===== config.mk =====
export PLATFORM = sky130hd
export DESIGN_NAME = ps2_key_buffer
export DESIGN_NICKNAME = d
export VERILOG_FILES = /design/src/rtl/ps2_pkg.sv /design/src/rtl/key_fifo.sv /design/src/rtl/ps2_key_buffer.sv
export SDC_FILE = /design/constraint.sdc
export NUM_CORES = 1
export LEC_CHECK = 0
export CAP_MARGIN = 10
export CORE_ASPECT_RATIO = 0.9
export CORE_MARGIN = 1.5
export CORE_UTILIZATION = 49
export CTS_CLUSTER_DIAMETER = 100
export DETAILED_ROUTE_END_ITERATION = 10
export GPL_TIMING_DRIVEN = 0
export HOLD_SLACK_MARGIN = 0.05
export MAX_ROUTING_LAYER = met4
export PLACE_DENSITY = 0.79
export SETUP_SLACK_MARGIN = 0.2
export SYNTH_ARGS = -nofsm -noshare
export SYNTH_HDL_FRONTEND = slang
export SYNTH_HIERARCHICAL = 1
export SYNTH_SLANG_ARGS = --single-unit

===== constraint.sdc =====
create_clock -name Clock_50 -period 3.3 [get_ports Clock_50]
set_input_delay 0.66 -clock Clock_50 [delete_from_list [all_inputs] [get_ports Clock_50]]
set_output_delay 0.66 -clock Clock_50 [all_outputs]
set_load 0.01 [all_outputs]

===== src/rtl/ps2_pkg.sv =====
// Shared constants and types for the PS/2 key buffer: modifier scan codes,
// the tagged key-code word and the Caps Lock FSM encoding.
package ps2_pkg;

    localparam logic [7:0] SC_LSHIFT = 8'h12;
    localparam logic [7:0] SC_RSHIFT = 8'h59;
    localparam logic [7:0] SC_CAPS   = 8'h58;

    // {upper_case, scan[7:0]}
    typedef logic [8:0] key_code_t;

    typedef enum logic {
        CAPS_IDLE = 1'b0,
        CAPS_HELD = 1'b1
    } caps_state_t;

endpackage


===== src/rtl/key_fifo.sv =====
// Show-ahead FIFO of key codes with push/pop/flush, a sticky overflow flag
// and pointers one bit wider than the address so full and empty are distinct.
module key_fifo
    import ps2_pkg::*;
#(
    parameter int DEPTH = 16
) (
    input  logic                   clk,
    input  logic                   rst,
    input  logic                   push,
    input  key_code_t              din,
    input  logic                   pop,
    input  logic                   flush,
    output key_code_t              dout,
    output logic                   full,
    output logic                   empty,
    output logic [$clog2(DEPTH):0] count,
    output logic                   overflow
);

    localparam int AW = $clog2(DEPTH);
    localparam int PW = AW + 1;

    logic [PW-1:0] wr_ptr;
    logic [PW-1:0] rd_ptr;
    key_code_t     mem [DEPTH];
    logic          do_push;
    logic          do_pop;

    assign empty = (wr_ptr == rd_ptr);
    assign full  = (wr_ptr[AW] != rd_ptr[AW]) && (wr_ptr[AW-1:0] == rd_ptr[AW-1:0]);

    // A pop on an empty FIFO is ignored; a push on a full FIFO only lands
    // when a same-cycle pop frees the slot.
    assign do_pop  = pop & ~empty;
    assign do_push = push & (~full | do_pop);

    always_ff @(posedge clk or posedge rst) begin
        if (rst) begin
            wr_ptr   <= '0;
            rd_ptr   <= '0;
            overflow <= 1'b0;
        end else if (flush) begin
            wr_ptr <= '0;
            rd_ptr <= '0;
        end else begin
            if (do_push) wr_ptr <= wr_ptr + 1'b1;
            if (do_pop)  rd_ptr <= rd_ptr + 1'b1;
            if (push && full && !do_pop) overflow <= 1'b1;
        end
    end

    always_ff @(posedge clk) begin
        if (do_push && !flush) mem[wr_ptr[AW-1:0]] <= din;
    end

    // Gated so the head reads zero, not stale storage, whenever the FIFO is empty.
    assign dout  = empty ? '0 : mem[rd_ptr[AW-1:0]];
    assign count = wr_ptr - rd_ptr;

endmodule


===== src/rtl/ps2_key_buffer.sv =====
// Turns PS/2 scan-code events into case-tagged key codes, tracks Shift and
// Caps Lock, and queues printable make codes for the LCD sequencer.
module ps2_key_buffer
    import ps2_pkg::*;
#(
    parameter int DEPTH = 16
) (
    input  logic                   Clock_50,
    input  logic                   Reset,
    input  logic [8:0]             PS2_code,
    input  logic                   PS2_code_ready,
    input  logic                   PS2_make_code,
    output key_code_t              Key_code,
    output logic                   Key_valid,
    input  logic                   Key_pop,
    input  logic                   Flush,
    output logic [$clog2(DEPTH):0] Fifo_count,
    output logic                   Overflow,
    output logic                   Shift_active,
    output logic                   Caps_lock,
    output caps_state_t            Caps_state
);

    logic        ready_buf;
    logic        key_event;
    logic        plain;
    logic        lshift;
    logic        rshift;
    logic        caps_ev;
    logic        caps_toggle;
    logic        push;
    logic        fifo_full;
    logic        fifo_empty;
    key_code_t   push_code;
    caps_state_t caps_state;
    caps_state_t caps_next;

    always_ff @(posedge Clock_50 or posedge Reset) begin
        if (Reset) ready_buf <= 1'b0;
        else       ready_buf <= PS2_code_ready;
    end

    assign key_event = PS2_code_ready & ~ready_buf;
    assign plain     = key_event & ~PS2_code[8];
    assign caps_ev   = plain & (PS2_code[7:0] == SC_CAPS);

    always_ff @(posedge Clock_50 or posedge Reset) begin
        if (Reset) begin
            lshift <= 1'b0;
            rshift <= 1'b0;
        end else begin
            if (plain && PS2_code[7:0] == SC_LSHIFT) lshift <= PS2_make_code;
            if (plain && PS2_code[7:0] == SC_RSHIFT) rshift <= PS2_make_code;
        end
    end

    assign Shift_active = lshift | rshift;

    // Caps Lock: toggle on the first make, swallow typematic repeats until break.
    always_ff @(posedge Clock_50 or posedge Reset) begin
        if (Reset) caps_state <= CAPS_IDLE;
        else       caps_state <= caps_next;
    end

    always_comb begin
        caps_next = caps_state;
        case (caps_state)
            CAPS_IDLE: if (caps_ev && PS2_make_code)  caps_next = CAPS_HELD;
            CAPS_HELD: if (caps_ev && !PS2_make_code) caps_next = CAPS_IDLE;
            default:   caps_next = CAPS_IDLE;
        endcase
    end

    always_comb begin
        caps_toggle = (caps_state == CAPS_IDLE) & caps_ev & PS2_make_code;
    end

    always_ff @(posedge Clock_50 or posedge Reset) begin
        if (Reset)            Caps_lock <= 1'b0;
        else if (caps_toggle) Caps_lock <= ~Caps_lock;
    end

    assign Caps_state = caps_state;

    // Case tag uses modifier state from before this event's update.
    assign push = plain & PS2_make_code
                & (PS2_code[7:0] != SC_LSHIFT)
                & (PS2_code[7:0] != SC_RSHIFT)
                & (PS2_code[7:0] != SC_CAPS);
    assign push_code = {Shift_active ^ Caps_lock, PS2_code[7:0]};

    // Consumer handshake: Key_code is valid whenever Key_valid is high; the
    // head is consumed at a clock edge where Key_valid and Key_pop are both 1.
    key_fifo #(.DEPTH(DEPTH)) u_fifo (
        .clk      (Clock_50),
        .rst      (Reset),
        .push     (push),
        .din      (push_code),
        .pop      (Key_pop),
        .flush    (Flush),
        .dout     (Key_code),
        .full     (fifo_full),
        .empty    (fifo_empty),
        .count    (Fifo_count),
        .overflow (Overflow)
    );

    assign Key_valid = ~fifo_empty;

    logic unused_full;
    assign unused_full = fifo_full;

endmodule


# Word-level counts from Yosys, hierarchy flattened
# Memory sizes are Yosys's and may differ from the RTL's.
# Cells that the tools add are included.
# Widths: inputs -> output; s select.
[word_totals] in_bits=15 memories=1 ff_bits=16 mem_bits_rw=144 out_inout_bits=19 elab_cells=66
[memory_table] name="u_fifo.mem" depth=16 width=9 rd=1 rd_clocked_by_memory_dff=0 write_ports=1 line_no="key_fifo.sv:26" text="key_code_t mem [DEPTH];"
[classes] n_eq_ne=9 add_sub_neg=3 reduce_logical=14 mux=10 bitwise_logic=21
[op_table] operator="$mux 5" n=4
[op_table] operator="$eq 8x7->1 const B" n=2
[op_table] operator="$ne 8x7->1 const B" n=2
[op_table] operator="$and 1x1->1" n=11
[op_table] operator="$add 5x1->5 const B" n=2
[op_table] operator="$mux 9" n=1
[op_table] operator="$eq 8x5->1 const B" n=1
[op_table] operator="$logic_and 1x1->1" n=8
[op_table] operator="$ne 8x5->1 const B" n=1
[op_table] operator="$not 1->1" n=7
[op_table] operator="$eq 5x5->1" n=1
[op_table] operator="$sub 5x5->5" n=1
[op_table] operator="$eq 4x4->1" n=1
[op_table] operator="$mux 1" n=4
[op_table] operator="$reduce_bool 2->1" n=2
[op_table] operator="$logic_not 1->1" n=3
[op_table] operator="$or 1x1->1" n=2
[op_table] operator="$pmux 1 s2" n=1
[op_table] operator="$reduce_and 2->1" n=1
[op_table] operator="$ne 1x1->1" n=1
[op_table] operator="$xor 1x1->1" n=1

# Depth between registers and ports, before layout
[logic_depth] depth_word=11 mapped_depth=8 depth_no_buf=7

# Hierarchy
# The synthesis kept the hierarchy.
[by_module_without_submodules] mod="key_fifo" seq_area_each_um2=4599.4 area_each_um2=6382.4 n_inst=1 cells_each=332
[by_module_without_submodules] mod="ps2_key_buffer" seq_area_each_um2=125.1 area_each_um2=289.0 n_inst=1 cells_each=24

# Worst setup path before layout
# Ideal clock, no wire load.
[synth_timing] path_kind="register to register" from="reg u_fifo.rd_ptr[3]" to="mem u_fifo/mem[0][0] in the netlist's numbering (enable)" stages_incl_launch_ff=8 path_slack_ns=0.386 t_required_ns=2.913 arrival_time_ns=2.528 period_less_slack_ns=2.914 setup_time_ns=0.387 path_buffers=1 cell_sequence="dfrtp_1 > buf_1 > inv_2 > ha_1 > and4_1 > a31oi_1 > nand2_1 > nor3_1"
[synth_via] elab_chain_cells=8 elab_cells_between_ends=11 cone_classes="2 x eq/ne; 2 x mux; 5 x bitwise; 2 x reduce/logical"
[synth_rtl] element="start, declared" line_no="key_fifo.sv:25" text="logic [PW-1:0] rd_ptr;"
[synth_rtl] element="start signal, assigned" line_no="key_fifo.sv:48" text="if (do_pop) rd_ptr <= rd_ptr + 1'b1;"
[synth_rtl] element="$eq 5x5->1 or $eq 4x4->1 (tied branches)" line_no="key_fifo.sv:30, key_fifo.sv:31"
[synth_rtl] element="$not 1->1 or $logic_and 1x1->1 (tied branches)" line_no="key_fifo.sv:35, key_fifo.sv:31"
[synth_rtl] element="$and 1x1->1 or $not 1->1 (tied branches)" line_no="key_fifo.sv:35, key_fifo.sv:36"
[synth_rtl] element="$or 1x1->1 (*)" line_no="key_fifo.sv:36" text="assign do_push = push & (~full | do_pop);"
[synth_rtl] element="$and 1x1->1 (*)" line_no="key_fifo.sv:36"
[synth_rtl] element="$logic_and 1x1->1 (*)" line_no="key_fifo.sv:54" text="if (do_push && !flush) mem[wr_ptr[AW-1:0]] <= din;"
[synth_rtl] element="$mux 1 (*)" line_no="key_fifo.sv:54"
[synth_rtl] element="$mux 1 (implied by the code) (*)" line_no="key_fifo.sv:54"
[synth_rtl] element="end, declared" line_no="key_fifo.sv:26"
# Mark *: on every way between the ends. The rest lies on a longest branch, timed or not.

# Worst setup path after layout
[layout_timing] from="reg u_fifo.rd_ptr[3]" to="out Key_code[1]"
[layout_via] elab_chain_cells=2 elab_cells_between_ends=3 cone_classes="1 x eq/ne; 1 x mux; 1 x memory"
[layout_rtl] element="$eq 5x5->1" line_no="key_fifo.sv:30" text="assign empty = (wr_ptr == rd_ptr);"
[layout_rtl] element="via fifo_empty" line_no="ps2_key_buffer.sv:33" text="logic fifo_empty;"
[layout_rtl] element="$mux 9" line_no="key_fifo.sv:58" text="assign dout = empty ? '0 : mem[rd_ptr[AW-1:0]];"
[layout_rtl] element="end, declared" line_no="ps2_key_buffer.sv:13" text="output key_code_t Key_code,"
# The timed path passes the listed nets, and every way through them passes these cells.

==> key figures <==
Run status
  – Status: completed

Power
  – Clock network fraction of design power: 0.476
  – Combinational power share: 0.053
  – Worst-case vdd ir drop: 0.5753 mV
  – Total power draw: around 4.7 mW
  – Net Sw Power: about 950 uW
  – Cell-internal power: 3.748 mW
  – Register share of total power: 0.472
  – Power density normalized to cell area: 559.8 nW/um^2
  – Leakage power summed over all cells: roughly 2.8 nW
  – Switching power share of the total: 0.2021

Worst setup path
  – CP Class: reg -> out
  – Critical path launch point type: register
  – Capture point of the critical path: Key_code[1]
  – Largest fanout of any net on the critical path: 10
  – Reg2Reg Setup Slack: 0.47 ns
  – Data arrival time of the critical path: between 2 and 2.5 ns
  – Required time of the worst setup path: approximately 2.6 ns
  – Endpoint of the worst register-to-register path: u_fifo/mem[3][3]
  – Endpoint kind of the worst setup timing path: output port
  – Source of the worst register-to-register timing path: u_fifo/rd_ptr[3]
  – Worst-case reg-to-reg path depth: 8
  – Launch point of the worst path: u_fifo/rd_ptr[3]

GRT
  – Busiest metal layer after global routing: met2
  – Overflow left after global routing: 0
  – Initial antenna violation count: 0
  – Wire length of the first global-routing pass: 21780 um
  – GR met3 Demand/Resource: 0.04409
  – Global router's overall resource usage: 0.2198
  – GR Layer Usage met1: 0.2812
  – Maximum number of pins on one net before global-route repair: 21
  – Via count of the first global-routing pass: approximately 3700
  – GRT met2 Usage: 0.3531

Synth
  – Share of the yosys chip area belonging to registers: 0.7082
  – Mapped Cells: roughly 360
  – Number of nets in the synthesized netlist: 381
  – Count of cell types in the netlist: 45
  – Avg Cell Area, Syn: 18.74 sq um
  – Yosys warnings: 6
  – Flops & latches, synth: 160
  – Synth Cell Area: 6671 sq um

Route
  – Avg WL per Cell: 24.20 um
  – Total vias in the final route: 3697
  – Drt pass-1 iters: 6
  – Violation count after the first detailed-routing iteration: 408
  – Final antenna-violating net count: 0
  – Via count normalized by instance count: 6.081
  – Total DRC errors in the routed layout: 0
  – Aggregate routed wire length: approximately 15000 um

Final layout
  – Commonest non-fill, non-tap cells in the layout: 144 x edfxtp_1, 36 x mux4_2, 18 x buf_4, 17 x clkbuf_16, 15 x a211oi_2
  – Final core occ: 0.6302
  – Fraction of final layout cells with drive strength greater than 1: 0.3895
  – Synth-to-layout area growth: 25.75%
  – Fillcell total: around 860
  – Most common cell after layout, fill and taps aside: edfxtp_1
  – Net count reported at finish: about 450

Floorplan
  – Die Span Y: 113.7 um
  – Initial cell density of the core: 0.5011
  – Area of the core: 13310 sq um
  – Die Footprint: 14330 sq um
  – Horizontal die dimension: about 130 um
  – Boundary pin count: 34
  – Number of cell rows: 40

STA
  – Setup Viol. Count Final: 0
  – Final Max Slew Viols: 0
  – Worst slew margin: 0.2778
  – Hold Violations, Final: 0
  – Unrepaired setup endpoints after global routing: no
  – Skew final: around 0.015 ns
  – Achievable frequency: 326.3 MHz
  – Period utilisation layout: 0.9288
  – Worst Hold Slack: about 0.48 ns
  – Least-Margin Pin Slew: 1.080 ns
  – Post-layout minimum cycle time: 3.065 ns

Job
  – Max-cap check violation count: 0

Clocking
  – CTS buffer count: 17
  – CTS root buffer: clkbuf_16
  – Worst-case clock buffer depth: 2
  – Later-pin clock latency in the skew report: 0.43 ns
  – Clock sink count: 160
  – Hold buffer count at cts: 0
  – Worst-path clk slew: 0.07 ns
  – CTS tree: yes
  – Max H-tree Level: 4

Min path
  – Hold crit path type: in -> async

Placement
  – Count of port buffers added during placement: 33
  – DPL Wire Length: 8794 um
  – Routability Congestion: 0.8106
==> power by group through the flow <==
stage | Clock [mW] | Combinational [mW] | Sequential [mW]
2_1_floorplan | 0 | 0.107 | 2.26
3_3_place_gp | 0 | 0.206 | 2.26
3_5_place_dp | 0 | 0.213 | 2.26
4_1_cts | 2.25 | 0.235 | 2.22
5_1_grt | 2.34 | 0.263 | 2.21
6_report | 2.23 | 0.247 | 2.22
==> logic make-up (layout without fill, tap and decap cells) <==
| kind of cell | count (synthesis) | after routing | share of synthesized area |
|---|---|---|---|
| flops | 160 | 160 | 0.7082 |
| xor+xnor | 12 | 12 | 0.01801 |
| simple gates | 62 | 62 | 0.05195 |
| buf+inv | 26 | 109 | 0.01875 |
| mux | 50 | 50 | 0.1431 |
| fa+ha+maj | 10 | 10 | 0.01988 |
| other cells | 0 | 1 | 0 |
| compound gates | 36 | 36 | 0.04014 |
==> Yosys cell counts (all sizes together) <==
cell	n	area share
o21ai	5	0.0043
buf	10	0.0098
inv	11	0.0062
nand2b	3	0.0028
xnor2	7	0.010
a211oi	18	0.020
fa	1	0.0030
a21o	2	0.0022
nor2	21	0.012
nand2	6	0.0034
nand3	3	0.0022
o211ai	1	0.0011
dfrtp	16	0.060
nor4b	2	0.0049
clkbuf	5	0.0028
o31ai	1	0.0032
o311ai	1	0.0024
nor3b	2	0.0030
nand4	4	0.0038
mux4	36	0.12
and3	1	0.00094
a31oi	1	0.00094
nor3	4	0.0030
and4	1	0.0013
mux2	3	0.0051
edfxtp	144	0.65
or3	3	0.0028
ha	9	0.017
nor2b	9	0.0084
mux2i	11	0.017
o21bai	1	0.0011
and3b	1	0.0013
a21oi	6	0.0045
xor2	5	0.0077
or2	1	0.00094
nand4b	1	0.0013
==> per-stage QoR <==
step / instance area, sq um / setup slack, ns / instances / setup TNS [ns]
final: 8389 / 0.2349 / 608 / 0
after global routing: 8387 / 0.1812 / 607 / 0
after CTS: 8213 / 0.1175 / 600 / 0
after detailed placement: 7242 / -1.053 / 561 / -127.92
after global placement: 7212 / -1.112 / 557 / -122.41
after floorplan: 6671 / 0.3856 / 356 / 0
==> final cells by class <==
class | instances | area (sq um) | area share
inverter | 11 | 48.80 | 0.005817
sequential | 160 | 4727 | 0.5635
multi-input combinational | 170 | 2120 | 0.2526
clock inverter | 15 | 255.2 | 0.03043
tap | 168 | 210.2 | 0.02506
timing repair buffer | 51 | 455.4 | 0.05429
clock buffer | 17 | 425.4 | 0.05071
buffer | 15 | 145.1 | 0.01730
antenna | 1 | 2.502 | 0.0002983
==> per-layer routing <==
layer,vias up,share of wire
met4,0,0.019
li1,1570,-
met1,1964,0.41
met2,136,0.52
met5,-,0
met3,27,0.054
==> registers in the layout (all words and copies together), names as in the netlist, named ones only <==
| signal | flops |
|---|---|
| Caps_lock | 1 |
| lshift | 1 |
| ready_buf | 1 |
| rshift | 1 |
| u_fifo/mem | 144 |
| u_fifo/overflow | 1 |
| u_fifo/rd_ptr | 5 |
| u_fifo/wr_ptr | 5 |
==> what timing repair did <==
item,4_1_cts,5_1_grt
cloned,0,0
gates resized for setup,107,42
pin swaps,2,7
setup endpoints to repair,158,118
buffers inserted,7,7
==> worst max-delay path, stage by stage, from the launching register on <==
cell and delay (ns):
dfrtp_2 0.45, buf_8 0.17, inv_8 0.13, ha_2 0.33, nand4_1 0.17, nor2_4 0.06
buf_12 0.16, buf_4 0.14, a211oi_2 0.18, buf_2 0.18
==> worst min-delay path by stage <==
stage                          from         endpoint
finish                        Reset        async pin
global route                 rshift           rshift
CTS                           Reset        Caps_lock
detailed placement  u_fifo/overflow  u_fifo/overflow
global placement    u_fifo/overflow  u_fifo/overflow
floorplan                     Reset        Caps_lock
(Power assumes the default switching activity.)
